File: src/rtl/mem_arbiter.sv
// Two-master (CPU/DMA) arbiter for a single 16-bit memory port with bounded bursts and bus lock.
// Define MEM_ARB_RR_EN for round-robin tie-break from IDLE; otherwise CPU always wins ties.
module mem_arbiter #(
  parameter int M        = 16,
  parameter int MAXBURST = 8
) (
  input  logic         clk,
  input  logic         rst,
  input  logic         cpu_req,
  input  logic         dma_req,
  input  logic         cpu_we,
  input  logic         dma_we,
  input  logic [M-1:0] cpu_addr,
  input  logic [M-1:0] dma_addr,
  input  logic [M-1:0] cpu_wdata,
  input  logic [M-1:0] dma_wdata,
  input  logic         cpu_lock,
  input  logic         dma_lock,
  output logic         cpu_ack,
  output logic         dma_ack,
  output logic [M-1:0] cpu_rdata,
  output logic [M-1:0] dma_rdata,
  output logic [M-1:0] mem_addr,
  output logic [M-1:0] mem_wdata,
  output logic         mem_we,
  input  logic [M-1:0] mem_rdata
);

  typedef enum logic [1:0] {
    ST_IDLE = 2'd0,
    ST_CPU  = 2'd1,
    ST_DMA  = 2'd2
  } owner_e;

  localparam logic [8:0] MAXB9 = 9'(MAXBURST);
  localparam logic [7:0] MAXB8 = 8'(MAXBURST);

  owner_e     owner_q, owner_d;
  logic [7:0] bcnt_q, bcnt_d;
  logic       own_req_s, oth_req_s, own_lock_s, limit_s, tie_dma_s;
  owner_e     oth_s;

`ifdef MEM_ARB_RR_EN
  logic last_dma_q, last_dma_d;
  assign tie_dma_s = ~last_dma_q;
`else
  assign tie_dma_s = 1'b0;
`endif

  assign own_req_s  = (owner_q == ST_CPU) ? cpu_req  : dma_req;
  assign oth_req_s  = (owner_q == ST_CPU) ? dma_req  : cpu_req;
  assign own_lock_s = (owner_q == ST_CPU) ? cpu_lock : dma_lock;
  assign oth_s      = (owner_q == ST_CPU) ? ST_DMA   : ST_CPU;
  // Widened compare so bcnt+1 cannot wrap when MAXBURST is 255.
  assign limit_s    = ({1'b0, bcnt_q} + 9'd1) >= MAXB9;

  // Owner / burst-count next-state.
  always_comb begin
    owner_d = owner_q;
    bcnt_d  = bcnt_q;
`ifdef MEM_ARB_RR_EN
    last_dma_d = last_dma_q;
`endif
    case (owner_q)
      ST_IDLE: begin
        bcnt_d = 8'd0;
        if (cpu_req && dma_req) begin
          owner_d = tie_dma_s ? ST_DMA : ST_CPU;
        end else if (cpu_req) begin
          owner_d = ST_CPU;
        end else if (dma_req) begin
          owner_d = ST_DMA;
        end else begin
          owner_d = ST_IDLE;
        end
      end
      ST_CPU, ST_DMA: begin
        if (own_req_s && !(limit_s && oth_req_s && !own_lock_s)) begin
          owner_d = owner_q;
          bcnt_d  = (bcnt_q < MAXB8) ? (bcnt_q + 8'd1) : bcnt_q;
        end else begin
          owner_d = oth_req_s ? oth_s : ST_IDLE;
          bcnt_d  = 8'd0;
`ifdef MEM_ARB_RR_EN
          last_dma_d = (owner_q == ST_DMA);
`endif
        end
      end
      default: begin
        owner_d = ST_IDLE;
        bcnt_d  = 8'd0;
      end
    endcase
  end

  // State registers.
  always_ff @(posedge clk or negedge rst) begin
    if (!rst) begin
      owner_q <= ST_IDLE;
      bcnt_q  <= 8'd0;
`ifdef MEM_ARB_RR_EN
      last_dma_q <= 1'b1;
`endif
    end else begin
      owner_q <= owner_d;
      bcnt_q  <= bcnt_d;
`ifdef MEM_ARB_RR_EN
      last_dma_q <= last_dma_d;
`endif
    end
  end

  assign cpu_ack   = (owner_q == ST_CPU) & cpu_req;
  assign dma_ack   = (owner_q == ST_DMA) & dma_req;
  assign cpu_rdata = cpu_ack ? mem_rdata : {M{1'b0}};
  assign dma_rdata = dma_ack ? mem_rdata : {M{1'b0}};

  // Memory-side mux; everything driven low while IDLE.
  always_comb begin
    mem_addr  = {M{1'b0}};
    mem_wdata = {M{1'b0}};
    mem_we    = 1'b0;
    case (owner_q)
      ST_CPU: begin
        mem_addr  = cpu_addr;
        mem_wdata = cpu_wdata;
        mem_we    = cpu_we & cpu_req;
      end
      ST_DMA: begin
        mem_addr  = dma_addr;
        mem_wdata = dma_wdata;
        mem_we    = dma_we & dma_req;
      end
      default: begin
        mem_addr  = {M{1'b0}};
        mem_wdata = {M{1'b0}};
        mem_we    = 1'b0;
      end
    endcase
  end

endmodule

File: config.mk
export PLATFORM = sky130hd
export DESIGN_NAME = mem_arbiter
export DESIGN_NICKNAME = d
export VERILOG_FILES = /design/src/rtl/mem_arbiter.sv
export SDC_FILE = /design/constraint.sdc
export NUM_CORES = 1
export LEC_CHECK = 0
export CAP_MARGIN = 20
export CORE_MARGIN = 3
export CORE_UTILIZATION = 27
export CTS_CLUSTER_SIZE = 20
export DETAILED_ROUTE_END_ITERATION = 8
export GPL_ROUTABILITY_DRIVEN = 0
export PLACE_DENSITY = 0.87
export SYNTH_ARGS = -nofsm -noshare
export SYNTH_HDL_FRONTEND = slang
export SYNTH_SLANG_ARGS = --single-unit
File: constraint.sdc
create_clock -name clk -period 4.08 [get_ports clk]
set_input_delay 0.612 -clock clk [delete_from_list [all_inputs] [get_ports clk]]
set_output_delay 0.612 -clock clk [all_outputs]
set_load 0.02 [all_outputs]
**Yosys cells after proc, flatten, opt, wreduce, memory -nomap -nowiden**

Index checks and enable logic that the tools add are counted.
Widths: inputs -> output; s select.

- Add/sub/neg operators: 2
- Magnitude comparators: 2
- Eq/ne operators: 4
- Mux-type cells: 18
- Bitwise gates (word level): 4
- Reductions and logical operators: 8

Operators with widths:

| kind | count |
|---|---|
| $pmux 16 s2 | 2 |
| $mux 16 | 2 |
| $mux 8 | 3 |
| $mux 2 | 6 |
| $add 8x1->9 const B | 1 |
| $ge 9x4->1 const B | 1 |
| $add 8x1->8 const B | 1 |
| $lt 8x4->1 const B | 1 |
| $and 1x1->1 | 4 |
| $logic_and 1x1->1 | 4 |
| $pmux 2 s2 | 1 |
| $mux 1 | 3 |
| $ne 3x3->1 const B | 1 |
| $eq 2x1->1 const B | 1 |
| $eq 2x2->1 const B | 1 |
| $logic_not 1->1 | 2 |
| $logic_not 2->1 | 1 |
| $ne 2x2->1 const B | 1 |
| $pmux 1 s2 | 1 |
| $reduce_or 2->1 | 1 |

- Flip-flop bits (word level): 10
- Input bits: 88
- Output and inout port bits: 67
- Logic and storage cells: 40

**Longest topological paths before layout**

- Depth in word-level cells: 8
- Mapped depth: 7
- Mapped depth without buffers: 6

**Least setup slack after synthesis**

Ideal clock, no wire load.

- Path kind: register -> output
- From: register owner_q[1]
- To: output mem_we
- Arrival: 1.880 ns
- Path slack: 1.588 ns
- Stages on the path, launching flop included: 8
- Cells stage by stage: dfrtp_1 -> inv_1 -> ha_1 -> clkbuf_4 -> inv_1 -> nor2_1 -> nand2_1 -> a21boi_0

- Cells in the longest elaborated chain, start to end: 2
- Elaborated cells on any way between the ends: 3
- Those cells by class: 2 x eq/ne; 1 x mux

RTL lines:

| item | line | RTL |
|---|---|---|
| start: declaration | 38 | `owner_e owner_q, owner_d;` |
| start signal: assignment | 105 | `owner_q <= owner_d;` |
| $eq 2x2->1 / $eq 2x1->1 (equally long branches) | 123 | `case (owner_q)` |
| $pmux 1 s2 (*) | 123 |  |
| end: declaration | 25 | `output logic mem_we,` |

Mark *: on every way between the ends. The rest lies on a longest branch, timed or not.

**Worst setup path after layout**

- From: input cpu_req
- To: output mem_we

- Cells in the longest elaborated chain, start to end: 2

RTL lines:

| item | line | RTL |
|---|---|---|
| start: declaration | 9 | `input logic cpu_req,` |
| $and 1x1->1 | 127 | `mem_we = cpu_we & cpu_req;` |
| $pmux 1 s2 | 123 |  |

Every way passes these cells.

==> reports/results.tsv <==
stage	metric	value	unit
clock_tree	clk sink count	10	
floorplanning	# rows	23	
pwr	power per standard cell area	386	mW/mm²
worst_setup_path	RR Endpoint	owner_q[0]$_DFFE_PN0P_	
synth	Post-Synthesis Cell Area	0.00116	mm²
placed_design	Place WS	831	ps
sta	Rel. slew slack	65.0	%
worst_setup_path	FF-to-FF Start	owner_q[1]$_DFFE_PN0P_	
hold_path	HP Start	bcnt_q[7]$_DFFE_PN0P_	
drt	final WL	5180	µm
sta	worst slew pin tran	525	ps
outcome	status	finished, final reports clean	
finish	final layout net count	380	
floorplanning	io pins	155	
clock_tree	clock buffer depth	2	
clock_tree	CTS H-tree lvls	1	
synth	cells after synthesis	139	
pwr	peak ir drop on the vdd network	0.199	mV
floorplanning	die width	71.6	µm
sta	final worst-path cycle share	79.9	%
global_routing	largest net degree at the start of global routing	33	
clock_tree	Root Driver	clkbuf_8	
synth	Mapped Avg Cell Area	8.36	µm²
drt	antenna-violating nets left	0	
drt	vias per inst	4.83	
sta	Final Hold Viols	0	
finish	Antenna diodes	0	
finish	fraction of layout cells with a size suffix above 1	4.23	%
placed_design	DP Wirelength	4320	µm
worst_setup_path	crit path capture type	output pin	
worst_setup_path	CP delay by family, top	buffers and inverters	
worst_setup_path	Critical Path RT	3470	ps
clock_tree	CTS Buf Count	3	
global_routing	gr usage total	19.6	%
worst_setup_path	CP Launch Type	input port	
worst_setup_path	crit-path max cell delay	730	ps
clock_tree	Clock Pin Slew Worst Setup and Hold Paths	40	ps
run	max cap viols	0	
sta	Setup TNS Final	0	ps
floorplanning	initial core utilization	28.4	%
finish	# fillers	360	
global_routing	vias in the first global route	1593	
sta	maximum clock rate	307	MHz
sta	Setup violations, final	0	
hold_path	Hold WC Path Type	register to register	
clock_tree	CTS tree	done	
drt	drt drc	0	
global_routing	global-route wire length before repair	7970	µm
floorplanning	Core Area	0.00409	mm²
drt	1st-pass router iterations	4	
worst_setup_path	crit path buf inv count	3	
placed_design	Buffers on Ports	154	
drt	Vias	1613	
worst_setup_path	CP Cell Sequence	clkdlybuf4s50_1 -> inv_1 -> nor2_1 -> nand2_1 -> a21boi_0 -> clkdlybuf4s50_1	
worst_setup_path	CP max FO	17	
sta	Layout Skew	0.629	ps
worst_setup_path	Crit path arrival time	2650	ps
drt	Iter 0 DRT Violations	73	
synth	Yosys reg bits	10	
hold_path	Hold Path Cell Cnt	2	
synth	Netlist cell types	28	
synth	sequential share of the synthesized area	21.5	%
clock_tree	# hold bufs at CTS	0	
worst_setup_path	cells on worst reg2reg path	6	
sta	RSZ-0062 raised after global routing	no	
worst_setup_path	Reg2Reg Setup Slack	1950	ps
clock_tree	quantity of gates resized following cts	0	
sta	post-route setup slack	820	ps
global_routing	GRT overflow	0	
worst_setup_path	Setup CP Type	input port to output pin	
pwr	Leakage	1.21	nW
floorplanning	die area	0.00513	mm²
worst_setup_path	slowest CP cell	clkdlybuf4s50_1	
worst_setup_path	Top cell by count, worst path	clkdlybuf4s50_1	
clock_tree	latest clock arrival within the worst-skew pair	230	ps
drt	Wirelength per Cell	15.5	µm
synth	number of synthesis warnings	0	
synth	syn nets	233	
clock_tree	Post-CTS Setup Repair Bufs	0	
sta	fin. max-slew vios	0	
sta	fin crit period	3260	ps
finish	P&R area growth vs syn	138	%
floorplanning	die height	71.6	µm
global_routing	initial antenna violation count	0	
hold_path	Hold Path Sink	bcnt_q[7]$_DFFE_PN0P_	
## synth_stat cells, drive strengths merged
library cell / number / area (µm²)
nand3: 1 / 5.00
ha: 6 / 75.1
or3b: 1 / 8.76
mux2i: 1 / 10.0
o221ai: 1 / 26.3
a211oi: 1 / 20.0
mux2: 1 / 15.0
a22o: 32 / 280
nor3: 1 / 5.00
nor3b: 1 / 7.51
inv: 8 / 30.0
o21ba: 1 / 10.0
nand4b: 1 / 8.76
xnor2: 2 / 17.5
dfrtp: 10 / 250
o21ai: 1 / 5.00
clkbuf: 14 / 56.3
nor2: 9 / 33.8
or4: 1 / 11.3
a21oi: 3 / 15.0
and2: 3 / 18.8
a21boi: 1 / 7.51
and2b: 1 / 8.76
and4b: 1 / 11.3
o32a: 1 / 10.0
and3: 32 / 200
nand2: 4 / 15.0
## registers in the layout, indices dropped and copies added (netlist names)
name and cells:
bcnt_q 8, owner_q 2
## cell families after synthesis
| kind of cell | count (synthesis) | synth area share [%] |
|---|---|---|
| mux | 2 | 2.15 |
| compound gates | 41 | 32.2 |
| flops | 10 | 21.5 |
| xor+xnor | 2 | 1.51 |
| fa+ha+maj | 6 | 6.46 |
| buf+inv | 22 | 7.43 |
| simple gates | 56 | 28.7 |
## layer usage
layer / up-vias / track usage, % / wire [µm]
met2: 87 / 37.8 / 2790
met1: 702 / 21.5 / 1860
met4: 0 / 4.59 / 87
li1: 817 / - / -
met5: - / 0 / 0
met3: 7 / 4.07 / 440
## area by class of cell
cell class              count  area [µm²]  area share [%]
clock buffers               3        41.3            1.49
inverters                   8        30.0            1.09
flip-flops and latches     10         250            9.05
repair buffers            156        1560            56.3
well taps                  50        62.6            2.26
multi-input cells         107         826            29.9
## through the flow
stage	utilization, %	hold slack [ps]	instances	instance area [µm²]	power (mW)
finish	67.7	504	334	2770	1.07
global route	67.7	528	334	2770	1.13
CTS	67.7	502	334	2770	1.08
detailed placement	66.7	487	331	2730	0.977
global placement	66.7	484	331	2730	0.970
floorplan	-	316	139	1160	0.588
## power breakdown
part	internal [mW]	total, mW	switching, mW
Combinational	0.429	0.844	0.415
Sequential	0.112	0.127	0.0151
Clock	0.0640	0.0964	0.0324
Total	0.605	1.07	0.462
## placed cells by master, fill, tap and decap left out, types with 2 or more instances in the layout
cell	n
a21oi_1	3
a22o_1	32
and2_1	3
and3_1	32
buf_4	2
clkbuf_8	3
clkdlybuf4s50_1	154
dfrtp_1	10
ha_1	6
inv_1	8
nand2_1	4
nor2_1	9
xnor2_1	2
## worst reg2reg max path, stage by stage (launching register included)
cell and delay, ps:
dfrtp_1 400, inv_1 100, ha_1 490, nand2_1 110
o32a_1 220, o221ai_4 360, mux2_4 340
## worst max-delay path by stage
| stage | start | to | slack [ps] | depth (start not counted) |
|---|---|---|---|---|
| 2_1_floorplan | owner_q[1]$_DFFE_PN0P_ | mem_we | 1590 | 7 |
| 3_3_place_gp | cpu_req | mem_we | 870 | 6 |
| 3_5_place_dp | cpu_req | mem_we | 830 | 6 |
| 4_1_cts | cpu_req | mem_we | 830 | 6 |
| 5_1_grt | cpu_req | mem_we | 550 | 6 |
| 6_report | cpu_req | mem_we | 820 | 6 |
Power figures use the tool's default switching activity.
